### src/rtl/reset_pkg.sv
// rtl/reset_pkg.sv - shared state encoding and parameter range limits for the reset sequencer
package reset_pkg;

    typedef enum logic [1:0] {
        S_POR,
        S_HOLD,
        S_RELEASE,
        S_RUN
    } state_e;

    localparam int     N_CH_MIN = 1;
    localparam int     N_CH_MAX = 16;
    localparam longint LEN_MIN  = 1;

    // A length must be at least one cycle and representable in the down-counter.
    function automatic bit len_fits(input longint len, input int cnt_w);
        return (len >= LEN_MIN) && (len <= longint'((64'd1 << cnt_w) - 64'd1));
    endfunction

endpackage

### src/rtl/rst_sync.sv
// rtl/rst_sync.sv - 2-FF reset synchroniser: asynchronous assert, synchronous release
module rst_sync (
    input  logic clk_i,
    input  logic arst_i,
    output logic rst_o
);

    logic [1:0] sync_q = 2'b11;

    always_ff @(posedge clk_i or posedge arst_i) begin
        if (arst_i) begin
            sync_q <= 2'b11;
        end else begin
            sync_q <= {sync_q[0], 1'b0};
        end
    end

    assign rst_o = sync_q[1];

endmodule

### src/rtl/reset_sequencer.sv
// rtl/reset_sequencer.sv - power-on / soft reset sequencer with staggered per-domain release
module reset_sequencer
    import reset_pkg::*;
#(
    parameter int N_CH       = 4,
    parameter int POR_CYCLES = 65535,
    parameter int STAGGER    = 16,
    parameter int MIN_PULSE  = 256,
    parameter int CNT_W      = 16
) (
    input  logic            clk,
    input  logic            rst_in,
    input  logic            soft_req,
    output logic [N_CH-1:0] rst_out,
    output logic            all_released,
    output logic            busy
);

    if (N_CH < N_CH_MIN || N_CH > N_CH_MAX
        || !len_fits(longint'(POR_CYCLES), CNT_W)
        || !len_fits(longint'(STAGGER), CNT_W)
        || !len_fits(longint'(MIN_PULSE), CNT_W)) begin : g_param_check
        $error("reset_sequencer: parameter out of range");
    end

    localparam logic [CNT_W-1:0] POR_LOAD   = CNT_W'(POR_CYCLES - 1);
    localparam logic [CNT_W-1:0] STAG_LOAD  = CNT_W'(STAGGER - 1);
    localparam logic [CNT_W-1:0] HOLD_LOAD  = CNT_W'(MIN_PULSE - 1);
    localparam logic [N_CH-1:0]  ALL_ONES   = '1;
    localparam logic [N_CH-1:0]  FIRST_MASK = ALL_ONES << 1;

    state_e           state_q = S_POR;
    state_e           state_d;
    logic [CNT_W-1:0] cnt_q   = POR_LOAD;
    logic [CNT_W-1:0] cnt_d;
    logic [N_CH-1:0]  mask_q  = ALL_ONES;
    logic [N_CH-1:0]  mask_d;
    logic [N_CH-1:0]  mask_shift;
    logic             por_hold;

    rst_sync u_rst_sync (
        .clk_i  (clk),
        .arst_i (rst_in),
        .rst_o  (por_hold)
    );

    always_ff @(posedge clk or posedge rst_in) begin
        if (rst_in) begin
            state_q <= S_POR;
            cnt_q   <= POR_LOAD;
            mask_q  <= ALL_ONES;
        end else begin
            state_q <= state_d;
            cnt_q   <= cnt_d;
            mask_q  <= mask_d;
        end
    end

    assign mask_shift = mask_q << 1;

    always_comb begin
        state_d = state_q;
        cnt_d   = cnt_q;
        mask_d  = mask_q;
        case (state_q)
            S_POR: begin
                if (por_hold) begin
                    cnt_d = POR_LOAD;
                end else if (cnt_q == '0) begin
                    mask_d  = FIRST_MASK;
                    cnt_d   = STAG_LOAD;
                    state_d = (FIRST_MASK == '0) ? S_RUN : S_RELEASE;
                end else begin
                    cnt_d = cnt_q - CNT_W'(1);
                end
            end
            // HOLD ends exactly like POR: bit 0 drops on the exit edge.
            S_HOLD: begin
                if (cnt_q == '0) begin
                    mask_d  = FIRST_MASK;
                    cnt_d   = STAG_LOAD;
                    state_d = (FIRST_MASK == '0) ? S_RUN : S_RELEASE;
                end else begin
                    cnt_d = cnt_q - CNT_W'(1);
                end
            end
            S_RELEASE: begin
                if (cnt_q == '0) begin
                    mask_d = mask_shift;
                    cnt_d  = STAG_LOAD;
                    if (mask_shift == '0) begin
                        state_d = S_RUN;
                    end
                end else begin
                    cnt_d = cnt_q - CNT_W'(1);
                end
            end
            S_RUN: begin
                if (soft_req) begin
                    mask_d  = ALL_ONES;
                    cnt_d   = HOLD_LOAD;
                    state_d = S_HOLD;
                end
            end
            default: begin
                state_d = S_POR;
                cnt_d   = POR_LOAD;
                mask_d  = ALL_ONES;
            end
        endcase
    end

    assign rst_out      = mask_q;
    assign all_released = ~|mask_q;
    assign busy         = (state_q != S_RUN);

endmodule
### config.mk
export PLATFORM = sky130hd
export DESIGN_NAME = reset_sequencer
export DESIGN_NICKNAME = d
export VERILOG_FILES = /design/src/rtl/reset_pkg.sv /design/src/rtl/rst_sync.sv /design/src/rtl/reset_sequencer.sv
export SDC_FILE = /design/constraint.sdc
export NUM_CORES = 1
export LEC_CHECK = 0
export BUFFER_PORTS_ARGS = -buffer_cell sky130_fd_sc_hd__buf_2
export CAP_MARGIN = 0
export CORE_ASPECT_RATIO = 1.2
export CORE_UTILIZATION = 65
export DETAILED_ROUTE_END_ITERATION = 8
export PLACE_DENSITY = 0.84
export SYNTH_ARGS = -nofsm -noshare
export SYNTH_HDL_FRONTEND = slang
export SYNTH_HIERARCHICAL = 1
export SYNTH_SLANG_ARGS = --single-unit
### constraint.sdc
create_clock -name clk -period 5.5 [get_ports clk]
set_input_delay 0.275 -clock clk [delete_from_list [all_inputs] [get_ports clk]]
set_output_delay 0.275 -clock clk [all_outputs]
set_load 0.1 [all_outputs]
## After elaboration in Yosys (flattened, before gate mapping)

Index checks and enable logic that the tools add are counted.

| storage, ports and cells | value |
|---|---|
| flip-flop bits (word level) | 24 |
| word-level logic and storage cells | 36 |
| input port bits | 3 |

| operators by class | value |
|---|---|
| reduce and logical (&&, ||, !) cells | 8 |
| eq/ne operators | 8 |
| multiplexer cells | 15 |
| add/sub/neg operators | 1 |

Operators with widths:

| operator | number |
|---|---|
| 16-bit 2-to-1 mux | 3 |
| 16-bit case mux with 3 select lines | 1 |
| 16-bit zero test | 1 |
| 4-bit 2-to-1 mux | 4 |
| 4-bit case mux with 4 select lines | 1 |
| 16-bit by 1-bit subtractor with 16-bit output (second input constant) | 1 |
| 2-bit 2-to-1 mux | 5 |
| 2-bit != test (second input constant) | 5 |
| 2-bit case mux with 4 select lines | 1 |
| 2-bit equality test (second input constant) | 2 |
| 4-bit zero test | 1 |
| 4-bit AND reduction | 1 |
| 4-bit OR reduction | 1 |
| 3-bit AND reduction | 1 |
| 2-bit by 1-bit equality test with 1-bit output (second input constant) | 1 |
| 2-bit zero test | 1 |
| 2-bit OR reduction | 1 |
| 1-bit zero test | 1 |

## Depth between registers and ports, before layout

| logic depth | value |
|---|---|
| word-level depth | 4 |
| depth in mapped cells | 7 |
| depth with buffers taken out | 6 |

## By module

The synthesis kept the hierarchy.

By module, submodules not included:

| module | cells an instance | sequential area each (um^2) | instances | area each (um^2) |
|---|---|---|---|---|
| reset_sequencer | 171 | 574.3 | 1 | 1,572.8 |
| rst_sync | 4 | 52.6 | 1 | 60.1 |

## Least setup slack after synthesis

OpenSTA, ideal clock, no wires.

| timing | value |
|---|---|
| path type | reg2out |
| start | register mask_q[2] (netlist: rst_out[2]) |
| end | output port all_released |
| required time | 5,225 ps |
| cell stages (with the launch flop) | 3 |
| arrival time | 2,235 ps |
| slack | 2,990 ps |
| cell sequence | dfstp_2 or3_1 nor2_1 |

| on the way | value |
|---|---|
| word-level cells in the longest chain between the ends | 2 |

Ends and longest elaborated chain:

| item | RTL line | text |
|---|---|---|
| from (decl) | reset_sequencer.sv:36 | `logic [N_CH-1:0] mask_q = ALL_ONES;` |
| from (signal assigned) | reset_sequencer.sv:55 | `mask_q <= mask_d;` |
| 4-bit OR reduction | reset_sequencer.sv:114 | `assign all_released = ~\|mask_q;` |
| 1-bit zero test | reset_sequencer.sv:114 |  |
| to (decl) | reset_sequencer.sv:15 | `output logic all_released,` |

No other way between the ends.

## Worst setup path in the final report

| timing | value |
|---|---|
| start | register state_q[0] |
| end | register state_q[1] |

| on the way | value |
|---|---|
| word-level cells in the longest chain between the ends | 3 |

Ends and longest elaborated chain:

| item | RTL line | text |
|---|---|---|
| from (decl) | reset_sequencer.sv:32 | `state_e state_q = S_POR;` |
| from (signal assigned) | reset_sequencer.sv:53 | `state_q <= state_d;` |
| 2-bit equality test or 2-bit zero test (tied branches) | reset_sequencer.sv:65 | `case (state_q)` |
| 2-bit != test (no line) | - |  |
| 4-bit AND reduction (no line) | - |  |

Parallel ways exist; a longest one is shown, timed or not.
A chain may end at the register's enable or synchronous reset.

==> run summary <==
The wire length on met1 came out at 1600 um. For this block, the initial DRC count from the detailed router was 63. The cell row count is 19. Registers are responsible for 57.0% of the overall power. The most numerous cell in the Yosys netlist is dfstp_2. The maximum buffer depth of the clock tree is 2. The largest single stage delay on the critical path is 0.91 ns. On the critical path, the stage with the largest delay is an instance of nor2b_1. 0 antenna diodes ended up in the layout. Setup repair after global routing left no endpoint under its margin. Buffers placed on the I/O ports in this run total 8.

Across the routed clock network, the largest skew measured is 0.0110 ns. The width of the die came out at 47.8 um. In the synthesized netlist, the number of instances is 175. The average instance in the mapped netlist occupies 9.33 um2. The detailed router used layers up to and including met4. The flow ran to the end, and the final reports show no timing, DRC or antenna violations. The signal on the critical path passes through ha_1 -> nor2b_1 -> nor3_1 -> and4_1 -> a311oi_2. The floorplan core area is 2330 um2. The area overhead of the layout relative to synthesis is 5.13%.

The internal power contribution is 0.340 mW. The worst register-to-register path ends at state_q[1]$_DFFE_PP0P_. VDD sags by at most 0.000293 V. The clock network fraction of design power came out at 18.7%. The detailed-route DRC error count came out at 0. The largest total area in the synthesized netlist belongs to dfstp_2. The tightest hold path in the finished design has a slack of 0.301 ns. The count of placed standard cells including taps came out at 206. The number of fill cells in the layout is 191. TritonCTS built the clock tree. The worst slew margin relative to its limit is 27.9%. The final HPWL from detailed placement is 2690 um. The worst hold path stage count is 3. The final period demand of the worst path came out at 2.68 ns. The tightest min-delay check is of the in -> reg type.

By count the netlist is led by dfstp_2, inv_1, nor3_1. The first detailed-routing pass ran for 4 iterations. For this design the total switching power over the nets is 0.171 mW.

The post-cts resize count is 0. The setup slack on the worst flop-to-flop path came out at 2.82 ns. The initial antenna violation count was 0. In the final layout, the share of cells above drive strength 1 is 23.3%. The global-route wire length before repair is 6050 um. The final setup violation count came out at 0. The overall die area came out at 2720 um2.

The setup slack at placement is 2.94 ns. Synthesis produced a netlist with a net count of 185. For the worst setup path, the data arrival time is 2.93 ns.

The cell count of the worst reg-to-reg path came out at 5. The number of warnings printed during yosys synthesis is 6. For this run, the leading register cell type out of synthesis is dfstp_2. After synthesis, the netlist uses 53 different library cells. The final cell utilization of the core came out at 73.7%.

After layout, the worst path uses 48.7% of the clock period. By area the synthesized netlist is led by dfstp_2, ha_1, dfrtp_1. The total negative slack for setup checks is 0 ns. The number of buffers created by CTS came out at 3. The count of endpoints failing hold in the final timing report is 0. The chip height is 56.9 um. The final layout contains routed wiring with a total length of 3740 um. The category of the worst setup path launch point is a register. The number of synthesized flops with an enable pin came out at 0. The power per standard cell area came out at 298 nW/um2. STA classifies the critical path endpoint as a register. The total via count in the routed design is 1470. The source of the worst register-to-register timing path is state_q[0]$_DFFE_PP0P_. The wire length on met3 is 191 um. In this run the worst path has a maximum fanout of 17. Dividing the detail-routed wire length by the instance count gives 17.7 um. The max-slew violation count is 0.

The clock net sink count came out at 24. The async set or reset register ratio after synthesis came out at 100%. The synthesis-stage register bit count is 24. The final worst slack came out at 2.82 ns. The max-capacitance violation count is 0.

Clock latency on the worst-skew pair, taken at its later pin, is 0.33 ns. The combined global-route utilization of all metal layers came out at 31.2%. At the worst endpoint, the required time is 5.75 ns. The slew at the pin closest to its max-slew limit came out at 1.08 ns. Of the post-synthesis cell area, the dominant cell type holds 33.8%.

The average via count per standard cell came out at 6.97. The number of nets in the layout is 191. Entering global routing, the biggest net connects 23 pins. Sequential cells were found to cover 38.4% of the synthesized design area. The routability-driven placement congestion ratio came out at 0.867. The tree is rooted in a clkbuf_4. The number of global-route vias before repair came out at 1360. The start point of the worst hold path is soft_req. The combinational group share of total power is 24.3%. The combined area of all synthesized cells is 1630 um2.

The length of routed met2 wiring came out at 1830 um. The end of the worst hold path is cnt_q[0]$_DFFE_PP0N_. The H-tree depth is 1.

The leakage power figure is 0.737 nW. In this run the count of I/O pins placed on the die edge is 9. After clock tree synthesis, the clock-pin slew on the worst setup and hold paths is 0.14 ns. The start-to-end type of the worst setup path is reg -> reg. The post-route non-filler standard cell count is 211.

Static timing analysis puts the maximum clock frequency at 373 MHz. The switching part of the total is 33.5%. The count of antenna-violating nets left after detailed routing is 0. The initial standard-cell utilization of the core is 70.1%. Summed over all layers, the global routing overflow is 0.
==> layer usage <==
layer / global-route usage [%] / up-vias
met5: 0 / -
met3: 6.43 / 17
met4: 15.5 / 0
li1: - / 673
met2: 48.6 / 70
met1: 39.5 / 710
==> worst max-delay path: cells and delay by family, from the launching register on <==
family / cells / cell delay [ns]
adders and majority gates: 1 / 0.49
DFF: 1 / 0.43
AOI/OAI and AO/OA: 1 / 0.24
and+or+nand+nor: 3 / 1.43
==> metrics by stage <==
step,total power [mW],area (um2)
3_5_place_dp,0.414,1670
6_report,0.511,1720
4_1_cts,0.510,1720
3_3_place_gp,0.408,1670
2_1_floorplan,0.382,1630
5_1_grt,0.539,1720
==> power by group through the flow <==
stage | clock network, mW | registers, mW | logic, mW
2_1_floorplan | 0 | 0.282 | 0.0997
3_3_place_gp | 0 | 0.291 | 0.117
3_5_place_dp | 0 | 0.293 | 0.121
4_1_cts | 0.0969 | 0.290 | 0.123
5_1_grt | 0.105 | 0.298 | 0.136
6_report | 0.0957 | 0.292 | 0.124
==> cells in the final DEF (no fill, tap or decap), types with 2 or more instances in the layout <==
master	instances
o21a_1	3
clkbuf_4	3
or2_2	2
nand2_1	10
a31oi_1	2
a211oi_1	3
a2bb2oi_1	5
inv_1	12
a21oi_1	6
nor4b_1	3
dfrtp_1	3
o22a_1	2
a221oi_1	3
dfstp_2	21
o2111ai_1	3
a21o_1	2
nor2_1	9
and2_1	5
nor3_1	11
o21ai_0	8
ha_1	7
buf_2	8
or3_1	3
nand4_1	6
nand3_1	7
mux2i_1	2
nand2b_1	2
nor4_4	2
nor2b_1	2
==> repair_timing <==
item | CTS | global route
hold endpoints to repair | 2 | 0
setup buffers | 0 | 0
hold buffers | 1 | 0
==> registers in the layout, indices dropped and copies added (netlist names) <==
name	flops
u_rst_sync/sync_q	2
cnt_q	16
rst_out	4
state_q	2
==> worst max path at each step <==
stage          slack (ns)                   start  cells after the start                endpoint
2_1_floorplan        2.99  rst_out[2]$_DFFE_PP1P_                      2            all_released
3_3_place_gp         3.06  state_q[0]$_DFFE_PP0P_                      5  state_q[1]$_DFFE_PP0P_
3_5_place_dp         2.94  state_q[0]$_DFFE_PP0P_                      5  state_q[1]$_DFFE_PP0P_
4_1_cts              2.88  state_q[0]$_DFFE_PP0P_                      5  state_q[1]$_DFFE_PP0P_
5_1_grt              2.66  state_q[0]$_DFFE_PP0P_                      5  state_q[1]$_DFFE_PP0P_
6_report             2.82  state_q[0]$_DFFE_PP0P_                      5  state_q[1]$_DFFE_PP0P_
==> cell families after synthesis <==
group / count (synthesis) / synth area share (%)
other cells: 1 / 0.230
flops: 24 / 38.4
simple gates: 70 / 26.1
compound gates: 50 / 22.9
mux: 2 / 1.23
xor+xnor: 1 / 0.536
fa+ha+maj: 7 / 5.36
buf+inv: 20 / 5.29
==> final cells by class <==
class	count	area [um2]	share of cell area [%]
multi-input cells	131	920	53.6
flip-flops and latches	24	627	36.5
repair buffers	9	50.0	2.92
inverters	12	45.0	2.62
well taps	31	38.8	2.26
clock buffers	4	36.3	2.11
(Power assumes the default switching activity.)
